File: src/rtl/imem_stream_loader.sv
// Byte-stream program loader: parses a count/data/checksum frame and fills the
// 16-bit instruction memory, releasing the CPU once a frame verifies.
module imem_stream_loader #(
  parameter int ADDR_W    = 8,
  parameter int DEPTH     = 256,
  parameter int BASE_ADDR = 0
) (
  input  logic              clk,
  input  logic              reset,
  input  logic              in_valid,
  input  logic [7:0]        in_data,
  output logic              in_ready,
  input  logic              restart,
  output logic              imem_we,
  output logic [ADDR_W-1:0] imem_addr,
  output logic [15:0]       imem_wdata,
  output logic              cpu_run,
  output logic              load_err,
  output logic [1:0]        err_code,
  output logic [ADDR_W:0]   words_loaded
);

  typedef enum logic [2:0] {
    S_CNT_HI,
    S_CNT_LO,
    S_DATA_HI,
    S_DATA_LO,
    S_CSUM,
    S_DONE,
    S_ERR
  } state_t;

  localparam logic [ADDR_W-1:0] BASE    = ADDR_W'(BASE_ADDR);
  localparam logic [16:0]       DEPTH_L = 17'(DEPTH);
  localparam logic [ADDR_W:0]   ONE_W   = {{ADDR_W{1'b0}}, 1'b1};

  state_t              state_q, state_d;
  logic [15:0]         count_q, count_d;
  logic [7:0]          hi_q, hi_d;
  logic [7:0]          sum_q, sum_d;
  logic [ADDR_W:0]     words_q, words_d;
  logic [ADDR_W-1:0]   addr_q, addr_d;
  logic [15:0]         wdata_q, wdata_d;
  logic                we_q, we_d;
  logic [1:0]          err_code_q, err_code_d;
  logic                accept;
  logic [15:0]         n_new;

  assign in_ready     = (state_q != S_DONE) && (state_q != S_ERR);
  assign accept       = in_valid && in_ready;
  assign imem_we      = we_q;
  assign imem_addr    = addr_q;
  assign imem_wdata   = wdata_q;
  assign cpu_run      = (state_q == S_DONE);
  assign load_err     = (state_q == S_ERR);
  assign err_code     = err_code_q;
  assign words_loaded = words_q;

  always_comb begin
    state_d    = state_q;
    count_d    = count_q;
    hi_d       = hi_q;
    sum_d      = sum_q;
    words_d    = words_q;
    addr_d     = addr_q;
    wdata_d    = wdata_q;
    we_d       = 1'b0;
    err_code_d = err_code_q;
    n_new      = {count_q[15:8], in_data};

    case (state_q)
      S_CNT_HI: if (accept) begin
        count_d[15:8] = in_data;
        sum_d         = sum_q + in_data;
        state_d       = S_CNT_LO;
      end
      S_CNT_LO: if (accept) begin
        count_d[7:0] = in_data;
        sum_d        = sum_q + in_data;
        if (n_new == 16'd0) begin
          state_d = S_CSUM;
        end else if ({1'b0, n_new} > DEPTH_L) begin
          state_d    = S_ERR;
          err_code_d = 2'b01;
        end else begin
          state_d = S_DATA_HI;
        end
      end
      S_DATA_HI: if (accept) begin
        hi_d    = in_data;
        sum_d   = sum_q + in_data;
        state_d = S_DATA_LO;
      end
      // The strobe, its address and the incremented count all appear together next cycle.
      S_DATA_LO: if (accept) begin
        sum_d   = sum_q + in_data;
        we_d    = 1'b1;
        wdata_d = {hi_q, in_data};
        addr_d  = BASE + words_q[ADDR_W-1:0];
        words_d = words_q + ONE_W;
        if (17'(words_q) + 17'd1 < {1'b0, count_q}) begin
          state_d = S_DATA_HI;
        end else begin
          state_d = S_CSUM;
        end
      end
      S_CSUM: if (accept) begin
        if (in_data == sum_q) begin
          state_d = S_DONE;
        end else begin
          state_d    = S_ERR;
          err_code_d = 2'b10;
        end
      end
      S_DONE, S_ERR: if (restart) begin
        state_d    = S_CNT_HI;
        count_d    = 16'd0;
        sum_d      = 8'd0;
        words_d    = '0;
        addr_d     = BASE;
        err_code_d = 2'b00;
      end
      default: state_d = S_CNT_HI;
    endcase
  end

  always_ff @(posedge clk or negedge reset) begin
    if (!reset) begin
      state_q    <= S_CNT_HI;
      count_q    <= 16'd0;
      hi_q       <= 8'd0;
      sum_q      <= 8'd0;
      words_q    <= '0;
      addr_q     <= BASE;
      wdata_q    <= 16'd0;
      we_q       <= 1'b0;
      err_code_q <= 2'b00;
    end else begin
      state_q    <= state_d;
      count_q    <= count_d;
      hi_q       <= hi_d;
      sum_q      <= sum_d;
      words_q    <= words_d;
      addr_q     <= addr_d;
      wdata_q    <= wdata_d;
      we_q       <= we_d;
      err_code_q <= err_code_d;
    end
  end

endmodule

File: config.mk
export PLATFORM = sky130hd
export DESIGN_NAME = imem_stream_loader
export DESIGN_NICKNAME = d
export VERILOG_FILES = /design/src/rtl/imem_stream_loader.sv
export SDC_FILE = /design/constraint.sdc
export NUM_CORES = 1
export LEC_CHECK = 0
export BUFFER_PORTS_ARGS = -buffer_cell sky130_fd_sc_hd__buf_2
export CAP_MARGIN = 20
export CORE_MARGIN = 3
export CORE_UTILIZATION = 45
export DETAILED_ROUTE_END_ITERATION = 12
export PLACE_DENSITY = 0.61
export SYNTH_ARGS = -nofsm -noshare
export SYNTH_HDL_FRONTEND = slang
export SYNTH_SLANG_ARGS = --single-unit
File: constraint.sdc
create_clock -name clk -period 4.8 [get_ports clk]
set_clock_uncertainty 0.2 [all_clocks]
set_input_delay 0.48 -clock clk [delete_from_list [all_inputs] [get_ports clk]]
set_output_delay 0.48 -clock clk [all_outputs]
set_load 0.01 [all_outputs]
# After elaboration in Yosys (flattened, before gate mapping)
# Cells that the tools add are included.
[word_totals] ff_bits=71 inputBits=12 output_inout_bits=39 elab_cells=85
[op_classes] addsub=3 n_lt_le_gt_ge=2 eq_ne=19 n_mux=32 n_reduce_logical=19
[ops] operator="$pmux W8 S2" count=4
[ops] operator="$mux W8" count=4
[ops] operator="$mux W3" count=9
[ops] operator="$mux W9" count=2
[ops] operator="$ne A2 B2 Y1 const B" count=9
[ops] operator="$pmux W3 S6" count=1
[ops] operator="$pmux W9 S2" count=1
[ops] operator="$gt A16 B9 Y1 const B" count=1
[ops] operator="$logic_not A16 Y1" count=1
[ops] operator="$lt A10 B16 Y1" count=1
[ops] operator="$mux W16" count=1
[ops] operator="$mux W2" count=7
[ops] operator="$reduce_and A3 Y1" count=4
[ops] operator="$add A9 B1 Y10 const B" count=1
[ops] operator="$add A9 B1 Y9 const B" count=1
[ops] operator="$eq A3 B3 Y1 const B" count=3
[ops] operator="$add A8 B8 Y8" count=1
[ops] operator="$eq A8 B8 Y1" count=1
[ops] operator="$reduce_bool A2 Y1" count=4
[ops] operator="$reduce_and A7 Y1" count=1
[ops] operator="$eq A3 B2 Y1 const B" count=2
[ops] operator="$ne A3 B3 Y1 const B" count=2
[ops] operator="$pmux W2 S3" count=1
[ops] operator="$reduce_and A6 Y1" count=1
[ops] operator="other kinds (9)" count=12

# Longest topological paths before layout
[logic_depth] depth_word=5 depth_mapped=11 mapped_depth_nobuf=11

# Least setup slack after synthesis
# No wires, ideal clock.
[synth_path] path_type="reg2reg" from="reg words_q[0] (netlist: words_loaded[0])" to="reg state_q[2]" setup_time_ns=0.127 arrival_time_ns=2.264 t_required_ns=4.473 setup_slack_ns=2.208 stages_incl_launch_ff=11 n_path_buf=0 synth_period_minus_slack_ns=2.592 path_cell_list="dfrtp_1 -> ha_1 -> and3_1 -> nand3_1 -> xnor2_1 -> ha_1 -> o211a_1 -> a221oi_1 -> o2bb2ai_1 -> o2111ai_1 -> o21ai_1"
[synth_via] elab_chain_len=5
[synth_rtl] element="from (decl)" line_no="41" rtl="logic [ADDR_W:0] words_q, words_d;"
[synth_rtl] element="from (signal assigned)" line_no="143" rtl="words_q <= words_d;"
[synth_rtl] element="$add A9 B1 Y10" line_no="101" rtl="if (17'(words_q) + 17'd1 < {1'b0, count_q}) begin"
[synth_rtl] element="$lt A10 B16 Y1" line_no="101"
[synth_rtl] element="$mux W3" line_no="101"
[synth_rtl] element="$mux W3" line_no="95" rtl="S_DATA_LO: if (accept) begin"
[synth_rtl] element="$pmux W3 S6" line_no="71" rtl="case (state_q)"
[synth_rtl] element="to (signal assigned)" line_no="139" rtl="state_q <= state_d;"
[synth_rtl] element="to (decl)" line_no="37" rtl="state_t state_q, state_d;"
# No other way between the ends. The select of a mux whose other input is x is not followed.
# A chain may end at the register's enable or synchronous reset.

# Worst setup path in the final report
[layout_path] from="reg state_q[2]" to="reg words_q[2] (netlist: words_loaded[2])"
[layout_via] elab_chain_len=5 word_cells_on_any_way=13 classes_between="7 x eq/ne; 1 x mux; 5 x reduce/logical"
[layout_rtl] element="$ne A3 B3 Y1" line_no="49" rtl="assign in_ready = (state_q != S_DONE) && (state_q != S_ERR);"
[layout_rtl] element="$logic_and A1 B1 Y1" line_no="49"
[layout_rtl] element="$logic_and A1 B1 Y1" line_no="50" rtl="assign accept = in_valid && in_ready;"
[layout_rtl] element="$ne A2 B2 Y1 (no line)"
[layout_rtl] element="$reduce_and A3 Y1 (no line)"
# Parallel ways exist; a longest one is shown, timed or not.

==> results.py <==
metrics = {
    "outcome": {
        "status": "finished, final reports clean",
    },
    "sta": {
        "drv_slew": 0,
        "worst_slack_ns": 1.528,
        "worst-slew-pin-transition_ns": 0.9274,
        "rsz0062_at_grt": "no",
        "setup_tns_ns": 0,
        "relSlewSlack_pct": 38.00,
        "finalHoldViolations": 0,
        "clock.fmax_mhz": 305.6,
        "setup_viol": 0,
        "fin_crit_sh_pct": 68.16,
        "period_needed_ns": 3.272,
    },
    "power_and_ir_drop": {
        "power_leakage_nw": 2.062,
        "vdd_drop_max_mv": 0.2541,
        "p_per_area_nw_per_um2": 549.4,
    },
    "place": {
        "port_buffers": 50,
        "place.gp.congestion": 0.8446,
        "dp_slack_ns": 1.341,
        "hpwl_mm": 5.627,
        "dpl_cell_area_um2": 3872,
    },
    "worst_setup_path": {
        "cp_max_fo": 34,
        "start_kind": "flip-flop",
        "cp-end-kind": "flip-flop",
        "criticalPathCategory": "reg -> reg",
        "cp_data_required_time_ns": 4.83,
        "cp_data_arrival_time_ns": 3.30,
    },
    "synth": {
        "syn_inst": 368,
        "synth_edf_count": 0,
        "ys.flop_type": "dfrtp_1",
        "syn-num-nets": 398,
        "synthesis.area_um2": 3563,
        "ys_seq_elements": 71,
        "ys_warn_count": 0,
        "synth_seq_area_share_pct": 49.86,
        "syn_area_per_cell_um2": 9.683,
        "synth_top_area_cell": "dfrtp_1",
        "synth_top_cell_area_share_pct": 49.86,
        "yosys.cell_types.count": 47,
        "synthTopCellsByArea": "dfrtp_1, nand2_1, ha_1",
        "async_flop_share_pct": 100.0,
    },
    "clock_tree": {
        "clockBufferDepth": 2,
        "cts_resized": 0,
        "cts_made_buffers": 9,
        "cts_sinks": 71,
        "clk_pin_slew_worst_paths_ns": 0.08,
        "clk_latency_ns": 0.35,
        "cts_root_buffer": "clkbuf_8",
        "cts_hold_buf": 0,
        "tritoncts": "built",
        "cts_setup_buffers": 0,
        "htreeDepth": 3,
    },
    "floorplanning": {
        "die_x_um": 94.99,
        "initial_core_util_pct": 47.85,
        "core_area_um2": 7447,
        "die_area_um2": 9022,
        "die_h_um": 94.99,
        "rows": 31,
        "num_io_pins": 51,
    },
    "global_route": {
        "grt_max_degree": 39,
        "antenna_found_initial": 0,
        "grt_pass1_wl_mm": 13.45,
        "grt-ovfl-total": 0,
        "grt_pass1_vias": 2688,
        "track_usage_pct": 19.51,
    },
    "drt": {
        "num_vias": 2762,
        "top_layer_used": "met4",
        "wl_met3_um": 330,
        "drt_iter0_markers": 126,
        "routed_wl_mm": 8.079,
        "via_per_inst": 5.322,
        "dr.pass1.iters": 4,
        "wl_met1_mm": 3.870,
        "antenna_violating_nets_post_route": 0,
        "drc": 0,
        "route.met2.wl_mm": 3.768,
        "wire_per_inst_um": 15.57,
    },
    "layout": {
        "final_cell_mix": "nand2_1, dfrtp_1, buf_2",
        "fin_nets": 445,
        "synthToLayoutAreaGrowth_pct": 14.36,
        "diodes": 0,
        "drive_gt1_share_pct": 19.76,
        "design_area_um2": 4075,
        "final_common_cell": "nand2_1",
    },
    "min_path": {
        "holdCritPathClass": "in -> async",
    },
    "job": {
        "cap_viol_max_count": 0,
    },
}
logic make-up (layout without fill, tap and decap cells):
kind of cell	Yosys count	count (layout)	synth area share [%]
compound gates	85	85	15.87
xor+xnor	14	14	3.441
fa+ha+maj	18	18	6.531
buf+inv	30	82	3.616
flops	71	71	49.86
mux	10	10	3.160
simple gates	140	140	17.52
routing by layer:
metal,vias up,track usage (%)
li1,1361,-
met1,1334,27.68
met2,55,29.18
met3,12,5.100
met4,0,6.130
met5,-,0
critical path, cell delays in order (launching register included):
cell and delay (ns):
dfrtp_1 0.50, nor2b_1 0.32, nand3_1 0.71, inv_2 0.80, nor2_2 0.30, o21ai_0 0.21
o21ai_0 0.10
area by class of cell:
class	instances	area (um^2)
clock buffer	13	178.9
clock inverter	3	23.77
fill	733	3372
inverter	15	56.30
multi-input combinational	267	1658
sequential	71	1777
tap	99	123.9
timing repair buffer	51	257.7
sequential cells by signal, summed over array words and instances (netlist names):
register / cells
words_loaded: 9
imem_we: 1
count_q: 16
hi_q: 8
err_code: 2
sum_q: 8
state_q: 3
imem_wdata: 16
imem_addr: 8
cell usage after synthesis (2+ instances only):
master,count
a32o_1,3
a211oi_1,2
xor2_1,8
a22o_1,12
dfrtp_1,71
o21ai_1,2
nor4_1,3
nand3_1,7
a21oi_1,12
nand2b_1,4
and3_1,5
o22a_1,2
o21ai_0,36
o22ai_1,2
buf_2,7
mux2_2,8
a21o_1,4
nor2_1,18
inv_1,13
nor4_4,2
clkbuf_1,6
ha_1,17
nor2b_1,2
mux2_1,2
o2111ai_1,2
nand2_1,90
nor3_1,3
xnor2_1,6
stage by stage:
stage / cells / util, % / power, mW / hold WS [ns]
global route: 519 / 54.72 / 2.426 / 0.1006
CTS: 519 / 54.72 / 2.273 / 0.05913
finish: 519 / 54.72 / 2.239 / 0.03995
detailed placement: 503 / 52.00 / 1.777 / 0.2527
global placement: 503 / 52.00 / 1.750 / 0.2554
floorplan: 368 / - / 1.509 / -0.01559
final timing paths:
check                                       start                           to  slack (ns)  depth (start not counted)
max reg2reg                state_q[2]$_DFFE_PN0P_  words_loaded[2]$_DFFE_PN0P_        1.53                          6
min                                         reset      count_q[12]$_DFFE_PN0P_        0.04                          1
min reg2reg                   hi_q[6]$_DFFE_PN0P_   imem_wdata[14]$_DFFE_PN0P_        0.27                          2
min in group clk                       in_data[3]    imem_wdata[3]$_DFFE_PN0P_        0.23                          3
max                        state_q[2]$_DFFE_PN0P_  words_loaded[2]$_DFFE_PN0P_        1.53                          6
max in group asynchronous                   reset    imem_wdata[6]$_DFFE_PN0P_        3.39                          2
power breakdown:
| part | leakage (nW) | internal, mW | switching, mW | total [mW] |
|---|---|---|---|---|
| Clock | 0.0983 | 0.246 | 0.235 | 0.481 |
| Combinational | 1.06 | 0.346 | 0.431 | 0.777 |
| Sequential | 0.899 | 0.821 | 0.160 | 0.981 |
(Power assumes the default switching activity.)
